File: src/rtl/axi4_slave_write_responder.sv
// AXI4 write-only slave front end: accepts one burst at a time, generates
// per-beat memory write strobes/addresses and a single B response.
module axi4_slave_write_responder #(
   parameter int ADDRESS_WIDTH = 32,
   parameter int DATA_WIDTH = 32,
   parameter logic [ADDRESS_WIDTH-1:0] MIN_ADDRESS = '0,
   parameter logic [ADDRESS_WIDTH-1:0] MAX_ADDRESS = 32'h0000_2FFF
) (
   input  logic                       aclk,
   input  logic                       aresetn,
   input  logic [15:0]                awid,
   input  logic [ADDRESS_WIDTH-1:0]   awaddr,
   input  logic [7:0]                 awlen,
   input  logic [2:0]                 awsize,
   input  logic [1:0]                 awburst,
   input  logic                       awlock,
   input  logic                       awvalid,
   output logic                       awready,
   input  logic [DATA_WIDTH-1:0]      wdata,
   input  logic [DATA_WIDTH/8-1:0]    wstrb,
   input  logic                       wlast,
   input  logic                       wvalid,
   output logic                       wready,
   output logic [15:0]                bid,
   output logic [1:0]                 bresp,
   output logic                       bvalid,
   input  logic                       bready,
   output logic                       mem_we,
   output logic [ADDRESS_WIDTH-1:0]   mem_addr,
   output logic [DATA_WIDTH-1:0]      mem_wdata,
   output logic [DATA_WIDTH/8-1:0]    mem_wstrb
);

   localparam int NB = DATA_WIDTH / 8;
   localparam int EW = ADDRESS_WIDTH + 9;
   localparam int AW = ADDRESS_WIDTH;
   localparam logic [1:0] B_FIXED = 2'b00;
   localparam logic [1:0] B_INCR  = 2'b01;
   localparam logic [1:0] B_WRAP  = 2'b10;
   localparam logic [1:0] B_RSVD  = 2'b11;
   localparam logic [1:0] R_OKAY   = 2'b00;
   localparam logic [1:0] R_SLVERR = 2'b10;

   typedef enum logic [1:0] {IDLE, DATA, RESP} state_t;

   state_t         state_q, state_d;
   logic           live_q;
   logic [15:0]    id_q, id_d;
   logic [AW-1:0]  addr_q, addr_d;
   logic [7:0]     len_q, len_d;
   logic [2:0]     size_q, size_d;
   logic [1:0]     burst_q, burst_d;
   logic           err_q, err_d;
   logic           bad_q, bad_d;
   logic [8:0]     beat_q, beat_d;

   // exclusive access is not supported, so awlock has no effect
   logic unused_lock;
   assign unused_lock = awlock;

   // AW legality check on a widened footprint so it cannot overflow
   logic [EW-1:0] aw_bytes, aw_cont, aw_first, aw_span, aw_last;
   logic [AW:0]   lo_diff;
   logic          aw_err;

   always_comb begin
      aw_bytes = EW'(1) << awsize;
      aw_cont  = EW'({1'b0, awlen} + 9'd1) << awsize;
      case (awburst)
         B_INCR: begin
            aw_first = {9'd0, awaddr} & ~(aw_bytes - EW'(1));
            aw_span  = aw_cont;
         end
         B_WRAP: begin
            aw_first = {9'd0, awaddr} & ~(aw_cont - EW'(1));
            aw_span  = aw_cont;
         end
         default: begin
            aw_first = {9'd0, awaddr} & ~(aw_bytes - EW'(1));
            aw_span  = aw_bytes;
         end
      endcase
      aw_last = aw_first + aw_span - EW'(1);
      lo_diff = {1'b0, awaddr} - {1'b0, MIN_ADDRESS};
      aw_err  = (awburst == B_RSVD)
             || (aw_bytes > EW'(NB))
             || ((awburst == B_WRAP) && !(awlen == 8'd1 || awlen == 8'd3
                  || awlen == 8'd7 || awlen == 8'd15))
             || lo_diff[AW]
             || (aw_last > {9'd0, MAX_ADDRESS});
   end

   logic [AW-1:0] bytes_a, cont_a, inc_a, lower_a, next_a;

   always_comb begin
      bytes_a = AW'(1) << size_q;
      cont_a  = AW'({1'b0, len_q} + 9'd1) << size_q;
      inc_a   = (addr_q & ~(bytes_a - AW'(1))) + bytes_a;
      lower_a = addr_q & ~(cont_a - AW'(1));
      case (burst_q)
         B_FIXED: next_a = addr_q;
         B_WRAP:  next_a = (inc_a == lower_a + cont_a) ? lower_a : inc_a;
         default: next_a = inc_a;
      endcase
   end

   always_ff @(posedge aclk or negedge aresetn) begin
      if (!aresetn) begin
         state_q <= IDLE;
         live_q  <= 1'b0;
         id_q    <= '0;
         addr_q  <= '0;
         len_q   <= '0;
         size_q  <= '0;
         burst_q <= '0;
         err_q   <= 1'b0;
         bad_q   <= 1'b0;
         beat_q  <= '0;
      end else begin
         state_q <= state_d;
         live_q  <= 1'b1;
         id_q    <= id_d;
         addr_q  <= addr_d;
         len_q   <= len_d;
         size_q  <= size_d;
         burst_q <= burst_d;
         err_q   <= err_d;
         bad_q   <= bad_d;
         beat_q  <= beat_d;
      end
   end

   always_comb begin
      state_d = state_q;
      case (state_q)
         IDLE:    if (awvalid && live_q) state_d = DATA;
         DATA:    if (wvalid && wlast) state_d = RESP;
         RESP:    if (bready) state_d = IDLE;
         default: state_d = IDLE;
      endcase
   end

   always_comb begin
      id_d    = id_q;
      addr_d  = addr_q;
      len_d   = len_q;
      size_d  = size_q;
      burst_d = burst_q;
      err_d   = err_q;
      bad_d   = bad_q;
      beat_d  = beat_q;
      if (state_q == IDLE && awvalid && live_q) begin
         id_d    = awid;
         addr_d  = awaddr;
         len_d   = awlen;
         size_d  = awsize;
         burst_d = awburst;
         err_d   = aw_err;
         bad_d   = 1'b0;
         beat_d  = '0;
      end else if (state_q == DATA && wvalid) begin
         // saturate so a runaway burst can never re-enable writes
         beat_d = (beat_q == 9'h1FF) ? beat_q : beat_q + 9'd1;
         addr_d = next_a;
         if (beat_q > {1'b0, len_q}) bad_d = 1'b1;
         if (wlast && beat_q < {1'b0, len_q}) bad_d = 1'b1;
      end
   end

   always_comb begin
      awready   = (state_q == IDLE) && live_q;
      wready    = (state_q == DATA);
      bvalid    = (state_q == RESP);
      bid       = id_q;
      bresp     = (err_q || bad_q) ? R_SLVERR : R_OKAY;
      mem_we    = (state_q == DATA) && wvalid && !err_q
               && (beat_q <= {1'b0, len_q});
      mem_addr  = addr_q;
      mem_wdata = wdata;
      mem_wstrb = wstrb;
   end

endmodule

File: config.mk
export PLATFORM = sky130hd
export DESIGN_NAME = axi4_slave_write_responder
export DESIGN_NICKNAME = d
export VERILOG_FILES = /design/src/rtl/axi4_slave_write_responder.sv
export SDC_FILE = /design/constraint.sdc
export NUM_CORES = 1
export LEC_CHECK = 0
export CAP_MARGIN = 20
export CORE_MARGIN = 2
export CORE_UTILIZATION = 45
export DETAILED_ROUTE_END_ITERATION = 8
export DONT_BUFFER_PORTS = 1
export GPL_TIMING_DRIVEN = 0
export PLACE_DENSITY_LB_ADDON = 0.05
export SLEW_MARGIN = 0
export SYNTH_ARGS = -nofsm -noshare
export SYNTH_HDL_FRONTEND = slang
export SYNTH_SLANG_ARGS = --single-unit
File: constraint.sdc
create_clock -name aclk -period 18.25 [get_ports aclk]
set_input_delay 3.65 -clock aclk [delete_from_list [all_inputs] [get_ports aclk]]
set_output_delay 3.65 -clock aclk [all_outputs]
set_load 0.02 [all_outputs]
; Yosys cells after proc, flatten, opt, wreduce, memory -nomap -nowiden
; Index checks and enable logic that the tools add are counted.
[word_totals]
out_inout_bits = 90
elab_cells = 101
inputBits = 104
regBits = 75
[op_classes]
reduce_logical = 28
order_cmp = 5
addsub = 11
bitwise_logic = 8
n_eq_ne = 17
muxes = 18
shifts = 4
[op_table]
columns = cell, n
row1 = subtractor 41 x 1 -> 41 bit (second input constant), 3
row2 = two-way mux 32 bit, 3
row3 = bitwise AND 32 x 41 -> 41 bit, 2
row4 = two-way mux 41 bit, 2
row5 = inverter 41 bit, 2
row6 = adder 32 bit, 2
row7 = bitwise AND 32 bit, 2
row8 = inverter 32 bit, 2
row9 = one-hot mux 32 bit (2 select lines), 1
row10 = subtractor 32 x 1 -> 32 bit (second input constant), 2
row11 = adder 41 bit, 1
row12 = greater-than comparator 41 x 14 -> 1 bit (second input constant), 1
row13 = greater-than comparator 41 x 3 -> 1 bit (second input constant), 1
row14 = << shifter 1 x 3 -> 41 bit (first input constant), 1
row15 = << shifter 9 x 3 -> 41 bit, 1
row16 = == test 32 bit, 1
row17 = << shifter 1 x 3 -> 32 bit (first input constant), 1
row18 = << shifter 9 x 3 -> 32 bit, 1
row19 = two-way mux 9 bit, 3
row20 = adder 8 x 1 -> 9 bit (second input constant), 2
row21 = logical AND 1 bit, 10
row22 = adder 9 x 1 -> 9 bit (second input constant), 1
row23 = == test 9 bit (second input constant), 1
row24 = greater-than comparator 9 x 8 -> 1 bit, 1
row25 = 21 further kinds, 44

; Logic depth before layout (Yosys ltp)
[logic_depth]
depth_word = 11
depth_mapped = 34
depth_no_buf = 33

; Worst setup path after synthesis
; OpenSTA, ideal clock, no wires.
[synth_path]
path_kind = input -> register
from = input awlen[2]
to = register err_q
n_path_buf = 3
arrival_ps = 9624
setup_time_ps = 126
required_ps = 18124
path_stages = 28
path_slack_ps = 8500
cell_sequence = clkbuf_1 > and3_1 > clkbuf_1 > and3_1 > nand2_1 > a32oi_1 > mux2i_1 > mux2_2 > or2_2 > or3_1 > or4b_1 > xnor2_1 > o21ai_0 > ha_1 > inv_1 > ha_1 > clkbuf_1 > o31a_1 > and3_1 > o31ai_1 > a21oi_1 > a221o_1 > o21ai_0 > nand2b_1 > a21oi_1 > o21ai_0 > mux2i_1 > o32a_1
[synth_via]
elab_chain_cells = 10
word_cells_on_any_way = 21
cone_classes = add/sub (4) / order compare (1) / eq/ne (4) / shift (1) / mux (2) / bitwise (2) / reduce/logical (7)
[synth_lines]
columns = item, line
row1 = "start, declared", 13  ; input logic [7:0] awlen,
row2 = adder 8 x 1 -> 9 bit, 68  ; aw_cont = EW'({1'b0, awlen} + 9'd1) << awsize;
row3 = << shifter 9 x 3 -> 41 bit, 68
row4 = subtractor 41 x 1 -> 41 bit, 75  ; aw_first = {9'd0, awaddr} & ~(aw_cont - EW'(1));
row5 = inverter 41 bit, 75
row6 = bitwise AND 32 x 41 -> 41 bit, 75
row7 = two-way mux 41 bit, --
row8 = adder 41 bit, 83  ; aw_last = aw_first + aw_span - EW'(1);
row9 = subtractor 41 x 1 -> 41 bit, 83
row10 = greater-than comparator 41 x 14 -> 1 bit, 90  ; || (aw_last > {9'd0, MAX_ADDRESS});
row11 = logical OR 1 bit (*), 90
row12 = "end signal, assigned", 127  ; err_q <= err_d;
row13 = "end, declared", 53  ; logic err_q, err_d;
; Every way passes the cells marked *; elsewhere a longest branch is shown, timed or not.
; A chain may end at the register's enable or synchronous reset.

; Worst setup path after layout
; Ends and elaborated chain as after synthesis.

==> out/qor.yml <==
die:
  die_height_um: 163.1
  die_area_um2: 26600
  core-area_um2: 25040
  placementRows: 58
  die_x_um: 163.1
  io_pins: 194
  start_util_pct: 45.49
cts:
  cts_buffer_depth: 2
  path_clk_slew_ns: 0.07
  cts_hold_buf: 0
  root_buffer: "clkbuf_16"
  cts_tree: "yes"
  post_cts_buffers: 0
  htree_levels: 3
  numCtsBuffers: 9
  clkLatencyLatePin_ns: 0.35
  cts_sinks: 75
  cts_resized: 0
worst_setup_path:
  critPathMaxFanout: 9
  cp.required_ns: 18.48
  cp-end-kind: "flip-flop"
  critPathKind: "in2reg"
  startpoint_type: "input pin"
  cp.depth: 27
  cpMostUsedCell: "clkbuf_1"
  critPathArrivalTime_ns: 10.63
  slowest_delay_ns: 0.58
  crit_buf_inv: 4
  cpMaxStageDelayCell: "or4b_1"
  crit_family: "simple AND/OR/NAND/NOR gates"
  r2r_slack_ns: 10.66
  r2r_cells: 27
placement:
  port_buffers: 0
  gp_congestion: 0.9669
  placed_area_um2: 11820
  place_hpwl_um: 32490
  place_inst: 1921
global_routing:
  overflow: 0
  grt_pass1_wl_um: 62860
  grt_max_degree: 76
  antenna_found_initial: 0
  grt_pass1_vias: 11190
  grtUsageTotal_pct: 30.12
logic_synthesis:
  synthFlopType: "dfrtp_1"
  syn_area_per_cell_um2: 7.168
  ys_seq_elements: 75
  synth_edf_count: 0
  syn_nets: 1772
  syn-cell-area_um2: 11390
  synth.yosys.seq_area_share_pct: 16.48
  syn_inst: 1589
  yosys_warnings: 0
  synth.distinct_cells: 102
  async_flop_share_pct: 100.0
sta:
  period_share_pct: 56.99
  skew_ns: 0.01038
  slew-limit-headroom_pct: 39.69
  timing.fmax_mhz: 96.15
  tightest_slew_ns: 0.8971
  fin_crit_ns: 10.40
  rsz0062_at_grt: "false"
  hold_viol_final: 0
  finalSetupViolations: 0
  drv_slew: 0
  totalNegativeSetupSlack_ns: 0
route:
  drt_pass1_iterations: 5
  viasPerCell: 6.209
  vias: 12030
  drcViolationCount: 0
  first_iter_violations: 996
  wl_um: 40640
  final_antenna_net_count: 0
  wire_per_inst_um: 20.98
layout:
  drive_gt1_share_pct: 8.836
  layout-area-overhead-vs-synth_pct: 6.438
  final_cell_area_um2: 12120
  layoutNonFillerInstCount: 1937
  antenna_cells: 0
  fin_nets: 1785
min_path:
  whs_path_depth: 2
  hold_class: "reg2reg"
pwr:
  power_density_nw_per_um2: 175.7
  p_leak_uw: 0.005127
  ir_drop_uv: 103.5
run_status:
  outcome: "finished, final reports clean"
job:
  maxCapViolations: 0
## final cells by class
| class | count | area [um^2] |
|---|---|---|
| Tap cell | 330 | 412.9 |
| Clock inverter | 7 | 82.58 |
| Buffer | 130 | 728.2 |
| Multi-Input combinational cell | 1290 | 8432 |
| Timing Repair Buffer | 2 | 12.51 |
| Fill cell | 2570 | 12910 |
| Inverter | 94 | 352.8 |
| Sequential cell | 75 | 1877 |
| Clock buffer | 9 | 225.2 |
## state kept, by name, indices dropped and copies added, names as in the netlist
| register | flops |
|---|---|
| bid | 16 |
| size_q | 3 |
| len_q | 8 |
| bad_q | 1 |
| beat_q | 9 |
| mem_addr | 32 |
| err_q | 1 |
| burst_q | 2 |
| live_q | 1 |
| state_q | 2 |
## through the flow
stage | utilization (%) | hold slack [ns] | worst slack, ns | power (uW)
floorplan | - | 0.4552 | 8.500 | 1503
global placement | 47.14 | 0.4727 | 7.446 | 1881
detailed placement | 47.19 | 0.4838 | 7.532 | 1893
CTS | 48.42 | 0.5020 | 7.860 | 2094
global route | 48.42 | 0.5093 | 7.252 | 2287
finish | 48.42 | 0.5077 | 7.849 | 2130
## per-layer routing
metal | vias up | GRT usage (%) | share of wire (%)
li1 | 5748 | - | -
met1 | 5679 | 41.58 | 44
met2 | 520 | 47.17 | 44
met3 | 80 | 5.333 | 8.8
met4 | 0 | 10.78 | 3.4
met5 | - | 0 | 0
## cell usage after synthesis (17+ instances only)
library cell	count	area, um^2
nand2_1	220	825.8
nor2_1	106	397.9
a21oi_1	94	470.5
inv_1	93	349.1
ha_1	78	975.9
o21ai_0	78	390.4
dfrtp_1	75	1877
clkbuf_1	61	229.0
xnor2_1	57	499.2
nand3_1	54	270.3
buf_4	39	292.8
nor3_1	36	180.2
and3_1	34	212.7
a31oi_1	31	193.9
nand2b_1	28	175.2
mux2i_1	27	270.3
xor2_1	27	236.5
nand4_1	26	162.7
o22ai_1	25	156.4
a21o_1	23	172.7
or3_1	22	137.6
nor2b_1	21	131.4
and2_1	20	125.1
o211ai_1	17	127.6
or2_2	17	106.4
## layout by cell type (no fill, tap or decap), drive strengths merged, types with 10 or more instances in the layout
cell type / n
nand2: 220
nor2: 106
inv: 98
a21oi: 96
o21ai: 90
ha: 78
dfrtp: 75
buf: 71
clkbuf: 70
xnor2: 58
nand3: 54
nor3: 40
and3: 35
a31oi: 32
nand2b: 28
mux2i: 27
xor2: 27
nand4: 26
o22ai: 25
or3: 24
a21o: 23
nor2b: 21
and2: 20
or2: 20
o211ai: 18
o21a: 16
mux2: 15
o31ai: 14
a211oi: 14
nor3b: 11
or4: 11
nor4: 10
## kinds of logic after synthesis
logic type,count (synthesis),synth area share [%]
other cells,2,0.06594
xor+xnor,85,6.602
mux,42,3.922
compound gates,425,25.28
buf+inv,224,9.491
simple gates,657,29.42
fa+ha+maj,79,8.744
flops,75,16.48
## worst reg2reg max path, delay by kind of cell, from the launching register on
| kind | cells | cell delay [ns] |
|---|---|---|
| compound gates | 6 | 1.11 |
| xor+xnor | 1 | 0.38 |
| fa+ha+maj | 2 | 0.42 |
| buf+inv | 7 | 1.81 |
| flops | 1 | 0.48 |
| mux | 1 | 0.32 |
| simple gates | 10 | 2.95 |
## worst paths after layout
check	start	end
max reg2reg	size_q[2]$_DFFE_PN0P_	mem_addr[6]$_DFFE_PN0P_
min reg2reg	burst_q[1]$_DFFE_PN0P_	burst_q[1]$_DFFE_PN0P_
min	burst_q[1]$_DFFE_PN0P_	burst_q[1]$_DFFE_PN0P_
min in group asynchronous	aresetn	bid[4]$_DFFE_PN0P_
max in group asynchronous	aresetn	mem_addr[28]$_DFFE_PN0P_
max	awlen[2]	err_q$_DFFE_PN0P_
## power by group
| part | internal [uW] | leakage, uW | switching [uW] | total, uW |
|---|---|---|---|---|
| combinational | 578 | 0.00408 | 967 | 1540 |
| clock | 109 | 0.000145 | 83.4 | 192 |
| sequential | 233 | 0.000904 | 160 | 393 |
Power figures use the tool's default switching activity.
